===== src/rtl/stream_data_transmitter.sv =====
// Packet framer: header, memory-sourced payload and XOR trailer, then a minimum idle gap.
// The header reaches TxData two cycles after Start is sampled. Payload follows back-to-back and there is no backpressure.
module stream_data_transmitter #(
    parameter logic [7:0]  KStart   = 8'h5C,
    parameter logic [7:0]  KIdle    = 8'hBC,
    parameter int unsigned GapWords = 2
) (
    input  logic        Clock,
    input  logic        Reset,
    input  logic        Start,
    input  logic [15:0] SourceAddress,
    input  logic [11:0] PacketDest,
    input  logic [11:0] PacketSize,
    output logic [15:0] MemAddress,
    output logic        MemReadEn,
    input  logic [31:0] MemData,
    output logic [31:0] TxData,
    output logic        TxCharIsK,
    output logic        Busy,
    output logic        Done,
    output logic        SizeError
);

    typedef enum logic [2:0] {
        ST_IDLE,
        ST_HEADER,
        ST_PAYLOAD,
        ST_TRAILER,
        ST_GAP
    } state_t;

    typedef enum logic [1:0] {
        W_IDLE,
        W_HDR,
        W_PAY,
        W_TRL
    } word_t;

    // TxData lags the state by two cycles, so the GAP state is one cycle
    // shorter than the idle run that appears on the link.
    localparam logic [3:0] GapLast = 4'(GapWords - 2);
    localparam logic [31:0] IdleWord = {24'h0, KIdle};

    state_t      state;
    state_t      state_nxt;
    word_t       word_sel;
    word_t       word_nxt;
    logic [11:0] remaining;
    logic [3:0]  gap_cnt;
    logic [15:0] addr;
    logic [31:0] hdr_dat;
    logic [31:0] checksum;
    logic        start_ok;
    logic        size_bad;

    assign start_ok   = Start && (PacketSize >= 12'd2);
    assign size_bad   = Start && (PacketSize < 12'd2);
    assign MemAddress = addr;
    assign MemReadEn  = (state == ST_PAYLOAD);
    assign Busy       = (state != ST_IDLE);

    always_ff @(posedge Clock or negedge Reset) begin
        if (!Reset) begin
            state <= ST_IDLE;
        end else begin
            state <= state_nxt;
        end
    end

    always_comb begin
        state_nxt = state;
        word_nxt  = W_IDLE;
        case (state)
            ST_IDLE: begin
                if (start_ok) begin
                    state_nxt = ST_HEADER;
                end
            end
            ST_HEADER: begin
                word_nxt  = W_HDR;
                state_nxt = (remaining != 12'd0) ? ST_PAYLOAD : ST_TRAILER;
            end
            ST_PAYLOAD: begin
                word_nxt = W_PAY;
                if (remaining == 12'd1) begin
                    state_nxt = ST_TRAILER;
                end
            end
            ST_TRAILER: begin
                word_nxt  = W_TRL;
                state_nxt = ST_GAP;
            end
            ST_GAP: begin
                if (gap_cnt == GapLast) begin
                    state_nxt = ST_IDLE;
                end
            end
            default: begin
                state_nxt = ST_IDLE;
            end
        endcase
    end

    // Request fields are captured once at acceptance; later input changes are ignored.
    always_ff @(posedge Clock or negedge Reset) begin
        if (!Reset) begin
            addr      <= 16'h0000;
            remaining <= 12'd0;
            hdr_dat   <= 32'h0;
            gap_cnt   <= 4'd0;
        end else begin
            if ((state == ST_IDLE) && start_ok) begin
                addr      <= SourceAddress;
                remaining <= PacketSize - 12'd2;
                hdr_dat   <= {PacketSize, PacketDest, KStart};
            end else if (state == ST_PAYLOAD) begin
                addr      <= addr + 16'd1;
                remaining <= remaining - 12'd1;
            end
            gap_cnt <= (state == ST_GAP) ? gap_cnt + 4'd1 : 4'd0;
        end
    end

    // Second stage: MemData is valid one cycle after the read strobe, so the
    // word type is delayed one cycle to line up with it.
    always_ff @(posedge Clock or negedge Reset) begin
        if (!Reset) begin
            word_sel  <= W_IDLE;
            TxData    <= IdleWord;
            TxCharIsK <= 1'b1;
            checksum  <= 32'h0;
            Done      <= 1'b0;
            SizeError <= 1'b0;
        end else begin
            word_sel  <= word_nxt;
            Done      <= (word_sel == W_TRL);
            SizeError <= (state == ST_IDLE) && size_bad;
            case (word_sel)
                W_HDR: begin
                    TxData    <= hdr_dat;
                    TxCharIsK <= 1'b1;
                    checksum  <= 32'h0;
                end
                W_PAY: begin
                    TxData    <= MemData;
                    TxCharIsK <= 1'b0;
                    checksum  <= checksum ^ MemData;
                end
                W_TRL: begin
                    TxData    <= checksum;
                    TxCharIsK <= 1'b0;
                end
                default: begin
                    TxData    <= IdleWord;
                    TxCharIsK <= 1'b1;
                end
            endcase
        end
    end

endmodule


===== config.mk =====
export PLATFORM = sky130hd
export DESIGN_NAME = stream_data_transmitter
export DESIGN_NICKNAME = d
export VERILOG_FILES = /design/src/rtl/stream_data_transmitter.sv
export SDC_FILE = /design/constraint.sdc
export NUM_CORES = 1
export LEC_CHECK = 0
export BUFFER_PORTS_ARGS = -buffer_cell sky130_fd_sc_hd__buf_2
export CAP_MARGIN = 30
export CORE_AREA = 2 2 110 112
export CTS_BUF_LIST = sky130_fd_sc_hd__clkbuf_4 sky130_fd_sc_hd__clkbuf_8
export CTS_CLUSTER_SIZE = 16
export DETAILED_ROUTE_END_ITERATION = 16
export DIE_AREA = 0 0 112 114
export PLACE_DENSITY = 0.74
export SLEW_MARGIN = 20
export SYNTH_ARGS = -nofsm -noshare
export SYNTH_HDL_FRONTEND = slang
export SYNTH_SLANG_ARGS = --single-unit

===== constraint.sdc =====
create_clock -name Clock -period 2.4 [get_ports Clock]
set_input_delay 0.6 -clock Clock [delete_from_list [all_inputs] [get_ports Clock]]
set_output_delay 0.6 -clock Clock [all_outputs]
set_load 0.02 [all_outputs]

---- Word-level counts from Yosys, hierarchy flattened ----
Index checks and enable logic that the tools add are counted.
storage, ports and cells
  input port bits ......................... 75
  output and inout port bits .............. 53
  register bits ........................... 132
operators by class
  bitwise gates (word level) .............. 1
  equal/unequal tests ..................... 11
  multiplexer cells ....................... 14
  $add $sub $neg .......................... 4
  $lt $le $gt $ge ......................... 2
  reductions and logical operators ........ 12
operator list
  cell                                                                    count
  32-bit case mux with 3 select lines                                     1
  32-bit case mux with 2 select lines                                     1
  16-bit two-way mux                                                      2
  32-bit XOR                                                              1
  12-bit two-way mux                                                      2
  16-bit by 1-bit adder with 16-bit output, second input constant         1
  3-bit case mux with 5 select lines                                      1
  12-bit by 1-bit == test with 1-bit output, second input constant        1
  12-bit by 2-bit >= comparator with 1-bit output, second input constant  1
  12-bit by 2-bit < comparator with 1-bit output, second input constant   1
  12-bit nonzero test                                                     1
  12-bit by 1-bit subtractor with 12-bit output, second input constant    1
  12-bit by 2-bit subtractor with 12-bit output, second input constant    1
  3-bit two-way mux                                                       3
  3-bit by 2-bit == test with 1-bit output, second input constant         2
  2-bit case mux with 3 select lines                                      1
  4-bit by 1-bit adder with 4-bit output, second input constant           1
  2-bit == test, second input constant                                    2
  1-bit logical AND                                                       4
  4-bit logical NOT                                                       1
  4-bit two-way mux                                                       1
  2-bit != test, second input constant                                    2
  2-bit nonzero test                                                      2
  3-bit by 1-bit == test with 1-bit output, second input constant         1
  8 further kinds                                                         9

---- Longest topological paths before layout ----
Gate-level depths: netlist of run 1.
  word-level depth ........................ 4
  gate-level depth with buffers ........... 8
  mapped depth without buffers ............ 7

---- Worst setup path after synthesis of run 1 ----
No wires, ideal clock.
  path kind ............................... input to register
  from .................................... input port PacketSize[6]
  to ...................................... register remaining[4]
  stages on the path ...................... 6
  path slack .............................. 203 ps
  path buffers ............................ 3
  required time ........................... 2276 ps
  data arrival time ....................... 2073 ps
  cell sequence ........................... or4_1 > clkbuf_2 > o31a_1 > buf_6 > buf_6 > a211o_1
on the way
  word-level cells in the longest chain between the ends .. 4
  elaborated cells between the ends (all ways) .. 5
  those cells by class .................... order compare: 1; mux: 1; reduce/logical: 3
ends and longest elaborated chain
  element                                                   RTL line  text
  start: declaration                                        13        input logic [11:0] PacketSize,
  12-bit by 2-bit >= comparator with 1-bit output *         56        assign start_ok = Start && (PacketSize >= 12'd2);
  1-bit logical AND *                                       56
  1-bit logical AND *                                       112       if ((state == ST_IDLE) && start_ok) begin
  12-bit two-way mux or 2-bit nonzero test (tied branches)  n/a
  end signal: assignment                                    114       remaining <= PacketSize - 12'd2;
  end signal: assignment                                    118       remaining <= remaining - 12'd1;
  end: declaration                                          48        logic [11:0] remaining;
Mark *: on every way between the ends. The rest lies on a longest branch, timed or not.
A chain may end at the register's enable or synchronous reset.

---- Worst setup path in the final report of run 1 ----
  from .................................... register state[1]
  to ...................................... output port MemReadEn
on the way
  word-level cells in the longest chain between the ends .. 1
ends and longest elaborated chain
  element                                   RTL line  text
  start: declaration                        44        state_t state;
  start signal: assignment                  66        state <= state_nxt;
  3-bit by 2-bit == test with 1-bit output  59        assign MemReadEn = (state == ST_PAYLOAD);
  end: declaration                          15        output logic MemReadEn,
Every way passes these cells.

==> impl_metrics.json, run 1 <==
{
  "most-common-layout-cells": "nand2_1 (130), buf_2 (126), dfrtp_1 (123)",
  "synth_top_family_by_area": "simple AND/OR/NAND/NOR gates",
  "worst_slew_pin_slew_ns": 0.7743,
  "path_cells": "nor2b_1 > nand2_1 > inv_2 > buf_2",
  "clk_path_buf_depth": 2,
  "cts_sinks": 129,
  "grt_overflow": 0,
  "rows": 40,
  "cts_tree": "done",
  "cts_root_buf": "clkbuf_8",
  "endpoint_kind": "output port",
  "synthAdderAreaFrac": 0.02052,
  "firstDrtPassIters": 6,
  "critical_path.max_fanout": 9,
  "drv_slew": 0,
  "first_global_vias": 5249,
  "cp_num_buf_inv": 2,
  "synthTopCellsByArea": "dfrtp_1 (50%), nand2_1 (8.0%), o21ai_0 (7.0%)",
  "wl_mm": 14.99,
  "synth-seq-area-share": 0.5307,
  "critical_path_class": "reg2out",
  "postCtsSetupRepairBufs": 0,
  "synth_mux_area_frac": 0.003283,
  "groute.usage.overall": 0.2431,
  "synthArstFlopShare": 1.000,
  "initial_core_util": 0.5206,
  "ant_nets": 0,
  "drc_errors": 0,
  "report.final.hold_viol_count": 0,
  "slew_headroom": 0.4838,
  "gp_congestion": 0.9102,
  "vdd_drop_max_mv": 0.7966,
  "timing.hold.ws_ns": 0.05626,
  "cpPeakStageDelay_ns": 0.46,
  "worstSetupStartpointType": "flop",
  "grt_start_max_net_pins": 65,
  "status": "complete, no violations",
  "p_leak_nw": 3.546,
  "synth_edf_count": 0,
  "synth-xor-area-share": 0.03304,
  "worstPathArrival_ns": 1.63,
  "syn_area_per_cell_um2": 9.155,
  "path_delay_family": "flip-flops",
  "synth_simple_gate_area_frac": 0.1921,
  "crit_required_ns": 1.80,
  "hpwl_mm": 10.35,
  "antenna_found_initial": 0,
  "wire_per_inst_um": 15.67,
  "clk_pin_slew_ns": 0.08,
  "syn_nets": 751,
  "fmax_mhz": 448.0,
  "regToRegSetupSlack_ns": 0.40,
  "p_per_area_nw_per_um2": 1301,
  "die_x_um": 112,
  "htreeDepth": 4,
  "yosysWarningCount": 0,
  "fin_crit_sh": 0.9301,
  "critPathSlowestCell": "dfrtp_1",
  "core_area_um2": 11710,
  "clock_latency_ns": 0.44,
  "dp_cells": 925,
  "ys.flop_type": "dfrtp_1",
  "numCtsBuffers": 17,
  "setup_viol": 0,
  "fin_worst_skew_ns": 0.006876,
  "io_buffers": 127,
  "ys_ff_latch": 129,
  "cts_resized": 0,
  "synth.top_cell.area_share": 0.5048,
  "postSynthCellCount": 666,
  "synth_compound_area_frac": 0.1638,
  "drtIter0Drc": 559,
  "drive_above_1_share": 0.2420,
  "dieArea_um2": 12770,
  "via_per_inst": 5.740,
  "synth_cell_types": 46,
  "vias": 5493,
  "ctsHoldBuffers": 0,
  "hp-class": "in2async",
  "min_period_ns": 2.232,
  "fin_nets": 882,
  "syn_area_um2": 6097,
  "antenna_cells": 0,
  "area_growth_syn_to_layout_pct": 21.63,
  "yosysTopAreaCell": "dfrtp_1",
  "rsz0062_at_grt": "false",
  "finalPower_w": 0.009646,
  "grt_first_pass_wirelength_mm": 24.99,
  "maxCapViolCount": 0,
  "final_cells": 957,
  "die_h_um": 114,
  "final_common_cell": "nand2_1",
  "io_pins": 128
}
-- worst register-to-register path, cell delays in order, from the launching register on --
cell     delay [ns]
dfrtp_1        0.46
nor4b_2        0.39
buf_4          0.21
o31ai_4        0.08
nand2_1        0.27
o21ai_0        0.17
a221o_1        0.31
-- layer usage --
metal / share of wire / GRT usage / vias to the layer above
li1: - / - / 2579
met1: 0.44 / 0.3336 / 2661
met2: 0.48 / 0.3927 / 230
met3: 0.065 / 0.04623 / 23
met4: 0.016 / 0.08455 / 0
met5: 0 / 0 / -
-- cell families (layout without fill, tap and decap cells) --
group | after synthesis | in the layout
compound gates | 151 | 151
xor+xnor | 23 | 23
fa+ha+maj | 10 | 10
buf+inv | 83 | 227
flops | 129 | 129
mux | 2 | 2
simple gates | 268 | 268
-- flip-flops by register name, indices dropped and copies added (netlist names) --
| name | count |
|---|---|
| TxData | 32 |
| checksum | 32 |
| hdr_dat | 25 |
| MemAddress | 16 |
| remaining | 12 |
| gap_cnt | 4 |
| state | 3 |
| word_sel | 2 |
| Done | 1 |
| SizeError | 1 |
| TxCharIsK | 1 |
-- synth_stat cells, types with 6 or more instances --
cell	number
nor4_1	6
o21ai_0	85
a21oi_1	8
dfrtp_1	123
xnor2_1	13
inv_1	44
a222oi_1	25
nor2_1	54
nand3_1	38
clkbuf_1	23
xor2_1	10
nor3_1	14
ha_1	10
a221o_1	9
nand2_1	130
dfstp_2	6
-- cell type report --
class                           count  area [um^2]
Timing Repair Buffer              151        892.1
Fill cell                         978         4295
Clock inverter                     12        132.6
Multi-Input combinational cell    454         2531
Tap cell                          147        183.9
Inverter                           44        165.2
Clock buffer                       20        275.3
Sequential cell                   129         3236
-- final timing paths --
kind | startpoint | to | cells past startpoint
max reg2reg | state[1] | MemAddress[3] | 6
max in group asynchronous | Reset | MemAddress[10] | 2
min reg2reg | hdr_dat[24] | hdr_dat[24] | 2
min in group Clock | PacketDest[5] | hdr_dat[13] | 3
max | state[1] | MemReadEn | 4
min | Reset | hdr_dat[6] | 1
-- power breakdown --
group | internal, W | switching [W] | total (W) | leakage (nW)
clock | 0.00100 | 0.000889 | 0.00189 | 0.189
combinational | 0.00153 | 0.00259 | 0.00412 | 1.72
sequential | 0.00305 | 0.000582 | 0.00363 | 1.64
-- per-stage QoR --
stage	setup slack [ns]	utilization	cell area (um^2)	setup TNS, ns
after floorplan	0.2029	-	6097	0
after global placement	0.007786	0.5962	6982	0
after detailed placement	-0.01801	0.5984	7008	-0.02317
after CTS	0.04630	0.6332	7416	0
after global routing	0.03730	0.6332	7416	0
final	0.1678	0.6332	7416	0
No activity file was read; power rests on OpenSTA's default activity.
==> inputs of run 2 (changes only) <==
- CORE_AREA: 2 2 110 112 -> 2 2 113 115
- DIE_AREA: 0 0 112 114 -> 0 0 115 117
- clock period: 2.4 -> 1.8 ns (I/O delays scaled with it)
==> impl_metrics.json, run 2 (same netlist as run 1, synthesis figures left out) <==
{
  "min_period_ns": 1.961,
  "final.setup.tns_ns": -0.2860,
  "hp-class": "in2reg",
  "fin_worst_skew_ns": 0.01114,
  "firstDrtPassIters": 6,
  "final_common_cell": "nand2_1",
  "io_buffers": 127,
  "io_pins": 128,
  "finalWorstSetupSlack_ns": -0.1612,
  "n_fill_cell": 1040,
  "report.final.hold_viol_count": 0,
  "area_growth_syn_to_layout_pct": 30.31,
  "vdd_drop_max_mv": 0.8770,
  "multi_input_area_um2": 2663,
  "grt_first_pass_wirelength_mm": 26.04,
  "clk_path_buf_depth": 2,
  "setup_viol": 6,
  "ant_nets": 0,
  "reg_top3": "TxData: 32 flops, checksum: 32 flops, hdr_dat: 25 flops",
  "first_global_vias": 5654,
  "finalPower_w": 0.01381,
  "htreeDepth": 4,
  "drive_above_1_share": 0.3100,
  "grt_overflow": 0,
  "gp_congestion": 0.8096,
  "critical_path.max_fanout": 4,
  "status": "finished, violations left",
  "groute.usage.overall": 0.2466,
  "clock_latency_ns": 0.44,
  "worstSetupStartpointType": "flop",
  "critical_path_class": "reg2out",
  "cts_sinks": 129,
  "final_util": 0.6453,
  "initial_core_util": 0.4952,
  "fin_crit_sh": 1.090,
  "vias": 5689,
  "cts_root_buf": "clkbuf_8",
  "endpoint_kind": "output port",
  "die_x_um": 115,
  "core_area_um2": 12310,
  "drtIter0Drc": 704,
  "regArea_um2": 3238,
  "internal_power_w": 0.008123,
  "drv_slew": 0,
  "clkPwrFrac": 0.178,
  "dieArea_um2": 13460,
  "drc_errors": 0,
  "crit_required_ns": 1.35,
  "fin_nets": 930,
  "most-common-layout-cells": "nand2_1 (127), buf_2 (124), dfrtp_1 (121)",
  "hpwl_mm": 11.19,
  "p_leak_nw": 3.852,
  "fmax_mhz": 509.9,
  "antenna_found_initial": 0,
  "wire_per_inst_um": 16.06,
  "slew_headroom": 0.7513,
  "cts_tree": "done",
  "pwr-share-comb": 0.470,
  "worstPathArrival_ns": 1.51,
  "wl_mm": 16.19,
  "worst_slew_pin_slew_ns": 0.3696,
  "clk_pin_slew_ns": 0.07,
  "numCtsBuffers": 17,
  "die_h_um": 117,
  "rows": 41,
  "switching_share": 0.4118,
  "p_sw_w": 0.005688,
  "p_per_area_nw_per_um2": 1738,
  "antenna_cells": 0,
  "dp_slack_ns": -0.3704,
  "grt_start_max_net_pins": 65,
  "power_frac_seq": 0.352,
  "maxCapViolCount": 0,
  "rsz0062_at_grt": "true",
  "violations": "negative setup slack",
  "via_per_inst": 5.644
}
[run 2: what timing repair did]
item | CTS | global route
hold buffers | 1 | 0
resized for setup | 17 | 33
endpoints found under the setup margin | 2 | 40
pin swaps | 3 | 4
hold endpoints to repair | 4 | 0
buffers inserted | 6 | 10
[run 2: area by class of cell]
class | instances | area share
tap | 150 | 0.02362
clock inverter | 7 | 0.01071
timing repair buffer | 199 | 0.1630
inverter | 44 | 0.02142
sequential | 129 | 0.4076
multi-input combinational | 454 | 0.3351
clock buffer | 25 | 0.03858
[run 2: worst paths after layout]
path,from,to,slack [ns],cells after the start
max reg2reg,state[1],remaining[4],-0.03,7
max,state[1],Busy,-0.16,3
min reg2reg,MemAddress[15],MemAddress[15],0.48,1
max in group asynchronous,Reset,hdr_dat[27],0.86,3
min,PacketDest[1],hdr_dat[9],0.21,3
min in group asynchronous,Reset,checksum[0],0.38,2
[run 2: critical path, cell delays in order, from the launching register on]
cell and delay [ns]:
dfrtp_2 0.44, buf_6 0.13, or3_4 0.37, buf_6 0.14
[run 2: through the flow]
step / hold slack [ns] / cell area, um^2 / cells
after detailed placement: 0.2855 / 7252 / 959
after global routing: 0.1921 / 7945 / 1008
after global placement: 0.2838 / 7252 / 959
after floorplan: 0.1544 / 6118 / 666
after CTS: 0.1861 / 7751 / 998
final: 0.2112 / 7945 / 1008
[run 2: routing by layer]
metal / GRT usage / routed length (um) / vias up
li1: - / - / 2672
met5: 0 / 0 / -
met3: 0.05252 / 1102 / 35
met2: 0.4149 / 8059 / 242
met1: 0.3087 / 6679 / 2740
met4: 0.1108 / 346 / 0
[run 2: power groups by stage]
stage               combinational (W)  sequential, W  clock [W]
global placement              0.00556        0.00480          0
finish                        0.00649        0.00487    0.00245
global route                  0.00717        0.00500    0.00262
floorplan                     0.00328        0.00528          0
detailed placement            0.00580        0.00486          0
CTS                           0.00607        0.00483    0.00249
